File: src/rtl/controle_busca_instrucao_if.sv
// Bus between the fetch controller and its loader, instruction memory and datapath.
// slave = controller side, master = environment side.
interface controle_busca_instrucao_if #(
  parameter int ADDR_W = 10
);
  logic              carga_valida;
  logic [31:0]       carga_dado;
  logic              carga_fim;
  logic              carga_pronta;
  logic              erro_carga;
  logic [31:0]       mem_endereco;
  logic [31:0]       mem_dado_escrita;
  logic              mem_escrita_en;
  logic [31:0]       mem_instrucao;
  logic              parar;
  logic              desvio_valido;
  logic [ADDR_W-1:0] desvio_alvo;
  logic [31:0]       instr_saida;
  logic [ADDR_W-1:0] pc_saida;
  logic              instr_valida;
  logic              parado;

  modport slave (
    input  carga_valida, carga_dado, carga_fim, mem_instrucao,
           parar, desvio_valido, desvio_alvo,
    output carga_pronta, erro_carga, mem_endereco, mem_dado_escrita,
           mem_escrita_en, instr_saida, pc_saida, instr_valida, parado
  );

  modport master (
    output carga_valida, carga_dado, carga_fim, mem_instrucao,
           parar, desvio_valido, desvio_alvo,
    input  carga_pronta, erro_carga, mem_endereco, mem_dado_escrita,
           mem_escrita_en, instr_saida, pc_saida, instr_valida, parado
  );
endinterface

File: src/rtl/controle_busca_instrucao.sv
// Instruction fetch sequencer: owns the memory write port for the program loader,
// then fetches/issues one word per cycle, resolving jump and halt locally.
//
// state   | meaning
// CARGA   | loader writes words from CARGA_BASE upward
// EXECUTA | fetch at pc, issue to datapath, take branches/jumps
// PARADO  | halted by OP_HALT, left only by reset
module controle_busca_instrucao #(
  parameter int ADDR_W     = 10,
  parameter int MEM_PROF   = 141,
  parameter int PC_INICIAL = 1,
  parameter int CARGA_BASE = 1,
  parameter int OP_JUMP    = 16,
  parameter int OP_HALT    = 18
) (
  input logic                     clock,
  input logic                     reset,
  controle_busca_instrucao_if.slave bus
);

  typedef enum logic [1:0] {CARGA, EXECUTA, PARADO} estado_t;

  localparam logic [ADDR_W-1:0] LP_PROF  = ADDR_W'(MEM_PROF);
  localparam logic [ADDR_W-1:0] LP_PC0   = ADDR_W'(PC_INICIAL);
  localparam logic [ADDR_W-1:0] LP_BASE  = ADDR_W'(CARGA_BASE);
  localparam logic [ADDR_W-1:0] LP_UM    = ADDR_W'(1);
  localparam logic [4:0]        LP_JUMP  = 5'(OP_JUMP);
  localparam logic [4:0]        LP_HALT  = 5'(OP_HALT);

  estado_t           r_estado, w_estado_prox;
  logic [ADDR_W-1:0] r_pc, w_pc_prox;
  logic [ADDR_W-1:0] r_ptr, w_ptr_prox;
  logic [31:0]       r_instr, w_instr_prox;
  logic [ADDR_W-1:0] r_pc_saida, w_pc_saida_prox;
  logic              r_valida, w_valida_prox;
  logic              r_parado, w_parado_prox;
  logic              r_erro, w_erro_prox;

  logic              w_pronta;
  logic              w_aceita;
  logic [4:0]        w_opcode;
  logic [ADDR_W-1:0] w_endereco;
  logic              w_unused;

  // Gated by reset so a word presented during reset is never written.
  assign w_pronta   = (r_estado == CARGA) && (r_ptr < LP_PROF) && !reset;
  assign w_aceita   = bus.carga_valida && w_pronta;
  assign w_opcode   = bus.mem_instrucao[31:27];
  assign w_endereco = (r_estado == CARGA) ? r_ptr : r_pc;
  assign w_unused   = ^bus.mem_instrucao[26:ADDR_W];

  assign bus.carga_pronta     = w_pronta;
  assign bus.mem_escrita_en   = w_aceita;
  assign bus.mem_dado_escrita = bus.carga_dado;
  assign bus.mem_endereco     = {{(32-ADDR_W){1'b0}}, w_endereco};
  assign bus.erro_carga       = r_erro;
  assign bus.instr_saida      = r_instr;
  assign bus.pc_saida         = r_pc_saida;
  assign bus.instr_valida     = r_valida;
  assign bus.parado           = r_parado;

  always_comb begin
    w_estado_prox   = r_estado;
    w_pc_prox       = r_pc;
    w_ptr_prox      = r_ptr;
    w_instr_prox    = r_instr;
    w_pc_saida_prox = r_pc_saida;
    w_valida_prox   = r_valida;
    w_parado_prox   = r_parado;
    w_erro_prox     = r_erro;
    case (r_estado)
      CARGA: begin
        w_valida_prox = 1'b0;
        if (w_aceita)
          w_ptr_prox = r_ptr + LP_UM;
        else if (bus.carga_valida)
          w_erro_prox = 1'b1;
        if (bus.carga_fim)
          w_estado_prox = EXECUTA;
      end
      EXECUTA: begin
        if (bus.desvio_valido) begin
          w_pc_prox     = bus.desvio_alvo;
          w_valida_prox = 1'b0;
        end else if (bus.parar) begin
          w_pc_prox = r_pc;
        end else if (w_opcode == LP_JUMP) begin
          w_pc_prox     = bus.mem_instrucao[ADDR_W-1:0];
          w_valida_prox = 1'b0;
        end else if (w_opcode == LP_HALT) begin
          w_estado_prox = PARADO;
          w_parado_prox = 1'b1;
          w_valida_prox = 1'b0;
        end else begin
          w_instr_prox    = bus.mem_instrucao;
          w_pc_saida_prox = r_pc;
          w_valida_prox   = 1'b1;
          w_pc_prox       = r_pc + LP_UM;
        end
      end
      PARADO: begin
        w_valida_prox = 1'b0;
        w_parado_prox = 1'b1;
      end
      default: w_estado_prox = CARGA;
    endcase
  end

  always_ff @(posedge clock) begin
    if (reset) begin
      r_estado   <= CARGA;
      r_pc       <= LP_PC0;
      r_ptr      <= LP_BASE;
      r_instr    <= '0;
      r_pc_saida <= '0;
      r_valida   <= 1'b0;
      r_parado   <= 1'b0;
      r_erro     <= 1'b0;
    end else begin
      r_estado   <= w_estado_prox;
      r_pc       <= w_pc_prox;
      r_ptr      <= w_ptr_prox;
      r_instr    <= w_instr_prox;
      r_pc_saida <= w_pc_saida_prox;
      r_valida   <= w_valida_prox;
      r_parado   <= w_parado_prox;
      r_erro     <= w_erro_prox;
    end
  end

endmodule
File: src/flat_wrapper.sv
// flat-port wrapper written by rule: the top's interface ports become plain ports
module controle_busca_instrucao_flat 
#(
  parameter int ADDR_W     = 10,
  parameter int MEM_PROF   = 141,
  parameter int PC_INICIAL = 1,
  parameter int CARGA_BASE = 1,
  parameter int OP_JUMP    = 16,
  parameter int OP_HALT    = 18
)
  (clock, reset, bus_carga_valida, bus_carga_dado, bus_carga_fim, bus_mem_instrucao, bus_parar, bus_desvio_valido, bus_desvio_alvo, bus_carga_pronta, bus_erro_carga, bus_mem_endereco, bus_mem_dado_escrita, bus_mem_escrita_en, bus_instr_saida, bus_pc_saida, bus_instr_valida, bus_parado);
  controle_busca_instrucao_if #(.ADDR_W(ADDR_W)) bus_i ();
  input logic clock;
  input logic reset;
  input wire logic [$bits(bus_i.carga_valida)-1:0] bus_carga_valida;
  input wire logic [$bits(bus_i.carga_dado)-1:0] bus_carga_dado;
  input wire logic [$bits(bus_i.carga_fim)-1:0] bus_carga_fim;
  input wire logic [$bits(bus_i.mem_instrucao)-1:0] bus_mem_instrucao;
  input wire logic [$bits(bus_i.parar)-1:0] bus_parar;
  input wire logic [$bits(bus_i.desvio_valido)-1:0] bus_desvio_valido;
  input wire logic [$bits(bus_i.desvio_alvo)-1:0] bus_desvio_alvo;
  output wire logic [$bits(bus_i.carga_pronta)-1:0] bus_carga_pronta;
  output wire logic [$bits(bus_i.erro_carga)-1:0] bus_erro_carga;
  output wire logic [$bits(bus_i.mem_endereco)-1:0] bus_mem_endereco;
  output wire logic [$bits(bus_i.mem_dado_escrita)-1:0] bus_mem_dado_escrita;
  output wire logic [$bits(bus_i.mem_escrita_en)-1:0] bus_mem_escrita_en;
  output wire logic [$bits(bus_i.instr_saida)-1:0] bus_instr_saida;
  output wire logic [$bits(bus_i.pc_saida)-1:0] bus_pc_saida;
  output wire logic [$bits(bus_i.instr_valida)-1:0] bus_instr_valida;
  output wire logic [$bits(bus_i.parado)-1:0] bus_parado;
  assign bus_i.carga_valida = bus_carga_valida;
  assign bus_i.carga_dado = bus_carga_dado;
  assign bus_i.carga_fim = bus_carga_fim;
  assign bus_i.mem_instrucao = bus_mem_instrucao;
  assign bus_i.parar = bus_parar;
  assign bus_i.desvio_valido = bus_desvio_valido;
  assign bus_i.desvio_alvo = bus_desvio_alvo;
  assign bus_carga_pronta = bus_i.carga_pronta;
  assign bus_erro_carga = bus_i.erro_carga;
  assign bus_mem_endereco = bus_i.mem_endereco;
  assign bus_mem_dado_escrita = bus_i.mem_dado_escrita;
  assign bus_mem_escrita_en = bus_i.mem_escrita_en;
  assign bus_instr_saida = bus_i.instr_saida;
  assign bus_pc_saida = bus_i.pc_saida;
  assign bus_instr_valida = bus_i.instr_valida;
  assign bus_parado = bus_i.parado;
  controle_busca_instrucao #(.ADDR_W(ADDR_W), .MEM_PROF(MEM_PROF), .PC_INICIAL(PC_INICIAL), .CARGA_BASE(CARGA_BASE), .OP_JUMP(OP_JUMP), .OP_HALT(OP_HALT)) u_core (.clock(clock), .reset(reset), .bus(bus_i));
endmodule
File: config.mk
export PLATFORM = sky130hd
export DESIGN_NAME = controle_busca_instrucao_flat
export DESIGN_NICKNAME = d
export VERILOG_FILES = /design/src/rtl/controle_busca_instrucao_if.sv /design/src/rtl/controle_busca_instrucao.sv /design/src/flat_wrapper.sv
export SDC_FILE = /design/constraint.sdc
export NUM_CORES = 1
export LEC_CHECK = 0
export BUFFER_PORTS_ARGS = -buffer_cell sky130_fd_sc_hd__buf_2
export CORE_ASPECT_RATIO = 0.6
export CORE_MARGIN = 1.5
export CORE_UTILIZATION = 35
export DETAILED_ROUTE_END_ITERATION = 16
export MAX_ROUTING_LAYER = met4
export SLEW_MARGIN = 20
export SYNTH_ARGS = -nofsm -noshare
export SYNTH_HDL_FRONTEND = slang
export SYNTH_SLANG_ARGS = --single-unit
export TNS_END_PERCENT = 5
File: constraint.sdc
create_clock -name clock -period 2.2 [get_ports clock]
set_clock_uncertainty 0.15 [all_clocks]
set_input_delay 0.44 -clock clock [delete_from_list [all_inputs] [get_ports clock]]
set_output_delay 0.44 -clock clock [all_outputs]
set_load 0.03 [all_outputs]
* After elaboration in Yosys (flattened, before gate mapping)
Cells that the tools add are included.
** Cells by class
- Equality and inequality tests :: 12
- $add $sub $neg :: 2
- Order comparisons :: 1
- Reduce and logical (&&, ||, !) cells :: 15
- Multiplexer cells :: 21
- Bitwise logic cells :: 6
** Operators by type and width (count)
- $mux W10 :: 5
- $add A10 B1 Y10 const B :: 2
- $eq A5 B5 Y1 const B :: 2
- $lt A10 B8 Y1 const B :: 1
- $mux W2 :: 5
- $reduce_and A5 Y1 :: 2
- $mux W1 :: 8
- $ne A2 B2 Y1 const B :: 4
- $not A1 Y1 :: 6
- $pmux W2 S3 :: 1
- $reduce_and A3 Y1 :: 2
- $reduce_and A6 Y1 :: 1
- $ne A2 B1 Y1 const B :: 2
- $pmux W1 S2 :: 2
- $reduce_and A2 Y1 :: 2
- $reduce_bool A2 Y1 :: 2
- $logic_and A1 B1 Y1 :: 3
- $ne A3 B2 Y1 const B :: 1
- $ne A3 B3 Y1 const B :: 1
- $eq A2 B1 Y1 const B :: 1
- $eq A2 B2 Y1 const B :: 1
- $logic_not A2 Y1 :: 1
- $reduce_or A2 Y1 :: 1
- $logic_not A1 Y1 :: 1
** Word-level totals
- Input bits :: 80
- Logic and storage cells :: 65
- Register bits :: 67

* Logic depth before layout (Yosys ltp)
- Depth after elaboration :: 6
- Gate-level depth with buffers :: 6

* Worst setup path after synthesis
Ideal clock, no wire load.
- Kind :: register -> output
- Start point :: register u_core.r_ptr[0]
- End point :: output port bus_mem_escrita_en
- Setup slack :: -0.333 ns
- Stages on the path, launching flop included :: 6
- Buffers on the path :: 0
- Required time :: 1.610 ns
- Arrival time :: 1.943 ns
- Path through :: dfxtp_1 -> inv_1 -> ha_1 -> and3b_1 -> o41a_4 -> nor3_1
** On the way
- Longest elaborated chain between the ends :: 4
** Ends and longest elaborated chain
- start, declared :: line controle_busca_instrucao.sv:32 : logic [ADDR_W-1:0] r_ptr, w_ptr_prox;
- start signal, assigned :: line controle_busca_instrucao.sv:122 : r_ptr <= w_ptr_prox;
- $lt A10 B8 Y1 :: line controle_busca_instrucao.sv:46 : assign w_pronta = (r_estado == CARGA) && (r_ptr < LP_PROF) && !reset;
- $logic_and A1 B1 Y1 (2 in series) :: line controle_busca_instrucao.sv:46
- $logic_and A1 B1 Y1 :: line controle_busca_instrucao.sv:47 : assign w_aceita = bus.carga_valida && w_pronta;
- end, declared :: line flat_wrapper.sv:26 : output wire logic [$bits(bus_i.mem_escrita_en)-1:0] bus_mem_escrita_en;
Every way passes these cells.

* Worst setup path after layout
- Start point :: register u_core.r_ptr[1]
- End point :: output port bus_mem_escrita_en
The elaborated chain is that of the path after synthesis.

==> results.json <==
{
  "status": "complete, but fails checks",
  "violations": "negative setup slack",
  "synth_seq_area_share": 0.375,
  "max_stage_delay_ns": 0.40,
  "hp-class": "input pin to flop",
  "synth-edff-count": 0,
  "grt_setup_unrepaired": "true",
  "synth_area_per_cell_sq_um": 8.29,
  "synth_area_leaders": "dfxtp_1, buf_4, nand2_1",
  "wl_per_cell_um": 15.3,
  "ctsHoldBuffers": 0,
  "drt_iter0_drc": 253,
  "period_needed_ns": 2.35,
  "setup_viol": 2,
  "ys_types": 64,
  "path_max_fanout": 7,
  "clkSinkCount": 67,
  "finalHoldViolations": 0,
  "p_leak_nw": 1.89,
  "grt_pass1_wl_um": 15700,
  "final_nets": 595,
  "area_delta_synth_final_pct": 22.1,
  "postLayoutCellArea_sq_um": 4370,
  "yosys_warnings": 0,
  "irDropWorstVdd_mv": 0.409,
  "drt_wl_total_um": 10000,
  "fillCellCount": 1013,
  "tritoncts": "yes",
  "crit_type": "flop to primary output",
  "power.density_nw_per_um2": 746,
  "synth.cells.most_frequent": "nand2_1, dfxtp_1, buf_4",
  "max_freq_mhz": 426,
  "synth.most_common_cell": "nand2_1",
  "grtUsageTotal": 0.194,
  "fin_setup_tns_ns": -0.196,
  "fp.dieH_um": 81.3,
  "p_sw_w": 0.000881,
  "port_buffers": 104,
  "pwr-share-comb": 0.157,
  "rows": 28,
  "total_power_w": 0.00326,
  "cp-start-kind": "flop",
  "place_area_sq_um": 4030,
  "dieArea_sq_um": 10900,
  "synth_top_cell_area_share": 0.375,
  "crit_required_ns": 1.61,
  "synthArstFlopShare": 0,
  "drive_gt1_frac": 0.344,
  "place.gp.congestion": 0.903,
  "fin_crit_sh": 1.07,
  "grt_pass1_vias": 3052,
  "via_per_inst": 5.01,
  "die_width_um": 134,
  "fin_ws_ns": -0.147,
  "cp-end-kind": "primary output",
  "grt_max_degree": 39,
  "clk_path_buf_depth": 2,
  "syn_inst": 432,
  "max-cap-violations": 0,
  "vias": 3267,
  "cts_buffers": 9,
  "initial_utilization": 0.361,
  "postRouteAntennaNets": 0,
  "drv_slew": 0,
  "worstPathArrival_ns": 1.76,
  "drt_first_pass_iters": 4,
  "synth_seq_cells": 67,
  "pwr-share-clk": 0.446,
  "crit_chain": "inv_1 > ha_1 > and3b_1 > o41a_4 > nor3_4 > buf_6",
  "synthesis.area_sq_um": 3580,
  "place_ws_ns": 0.0657,
  "antenna_found_initial": 0,
  "diodes": 0,
  "cpMaxStageDelayCell": "o41a_4",
  "rrSetupSlack_ns": 0.21,
  "yosys_most_used_dff": "dfxtp_1",
  "htreeDepth": 3,
  "grt.overflow.total": 0,
  "drc_errors": 0,
  "dp_hpwl_um": 7480,
  "swShare": 0.270,
  "multiInputGateArea_sq_um": 1770,
  "p_seq_frac": 0.397,
  "yosys.area.top_type": "dfxtp_1",
  "io_pins": 191,
  "core_region_area_sq_um": 9910,
  "clk-insertion-delay-late_ns": 0.33,
  "root_buffer": "clkbuf_16",
  "p_int_w": 0.00238,
  "clk_transition_reported_paths_ns": 0.06,
  "regArea_sq_um": 1340
}
[registers in the layout (all words and copies together) (netlist names)]
register                 flops
u_core.bus.erro_carga        1
u_core.bus.instr_saida      32
u_core.bus.instr_valida      1
u_core.bus.parado            1
u_core.bus.pc_saida         10
u_core.r_estado              2
u_core.r_pc                 10
u_core.r_ptr                10
[cell type report]
| class | count | area share |
|---|---|---|
| multi-input cells | 294 | 0.405 |
| flip-flops and latches | 67 | 0.308 |
| repair buffers | 131 | 0.171 |
| clock buffers | 13 | 0.0596 |
| well taps | 135 | 0.0387 |
| clock inverters | 3 | 0.0106 |
| inverters | 9 | 0.00773 |
[kinds of logic (layout without fill, tap and decap cells)]
family	count (synthesis)	in the layout	share of synthesized area
muxes	11	11	0.0343
DFF	67	67	0.375
and+or+nand+nor	162	162	0.227
buffers and inverters	92	156	0.161
xor gates and xnor gates	3	3	0.00734
other	1	22	0.00105
adders and majority gates	3	3	0.0105
AOI/OAI and AO/OA	93	93	0.184
[routing by layer]
| metal | up-vias | part of all wire | global-route usage |
|---|---|---|---|
| met5 | - | 0 | - |
| met4 | 0 | 0.0051 | 0.0435 |
| met3 | 5 | 0.085 | 0.0593 |
| met2 | 127 | 0.42 | 0.276 |
| met1 | 1538 | 0.49 | 0.267 |
| li1 | 1597 | - | - |
[path summary, 6_finish.rpt]
path	cells after the start	start	endpoint
setup / recovery	6	u_core.r_ptr[1]	bus_mem_escrita_en
setup reg to reg	6	u_core.r_ptr[1]	u_core.r_ptr[3]
hold reg to reg	2	u_core.bus.pc_saida[2]	u_core.bus.pc_saida[2]
hold / removal	3	bus_mem_instrucao[15]	u_core.bus.instr_saida[15]
[critical path: cells and delay by family (launching register included)]
kind / cells / cell delay (ns)
adders and majority gates: 1 / 0.14
AOI/OAI and AO/OA: 1 / 0.40
DFF: 1 / 0.30
and+or+nand+nor: 2 / 0.36
buffers and inverters: 2 / 0.23
[placed cells by master (no fill, tap or decap), types with 3 or more instances in the layout]
cell / n
buf_2: 102
nand2_1: 90
dfxtp_1: 65
a21oi_1: 42
buf_4: 26
conb_1: 22
nor3_1: 14
nor2_1: 13
inv_1: 9
mux2_2: 9
clkbuf_16: 9
nand4_1: 8
o21ai_0: 5
nor2b_1: 4
nand3_1: 4
o221ai_1: 4
a311oi_1: 4
and3_1: 3
a22oi_1: 3
and4_1: 3
o41ai_1: 3
o21a_1: 3
o32ai_1: 3
a311oi_2: 3
ha_1: 3
[power groups by stage]
stage          Sequential, W  Clock (W)  Combinational [W]
2_1_floorplan        0.00136          0           0.000424
6_report             0.00130    0.00145           0.000512
3_5_place_dp         0.00132          0           0.000505
3_3_place_gp         0.00132          0           0.000501
4_1_cts              0.00129    0.00149           0.000512
5_1_grt              0.00130    0.00155           0.000555
[what timing repair did]
action                     in CTS  in global routing
gates resized for setup         6                  2
buffers inserted                1                  0
setup endpoints to repair       5                 10
pin swaps                       1                  0
[metrics by stage]
step | hold WS [ns] | std cells | utilization
floorplan | 0.306 | 453 | -
global placement | 0.283 | 635 | 0.406
detailed placement | 0.294 | 635 | 0.406
CTS | 0.187 | 652 | 0.440
global route | 0.190 | 652 | 0.441
finish | 0.197 | 652 | 0.441
Note: power is estimated with default switching activity, not from simulation.
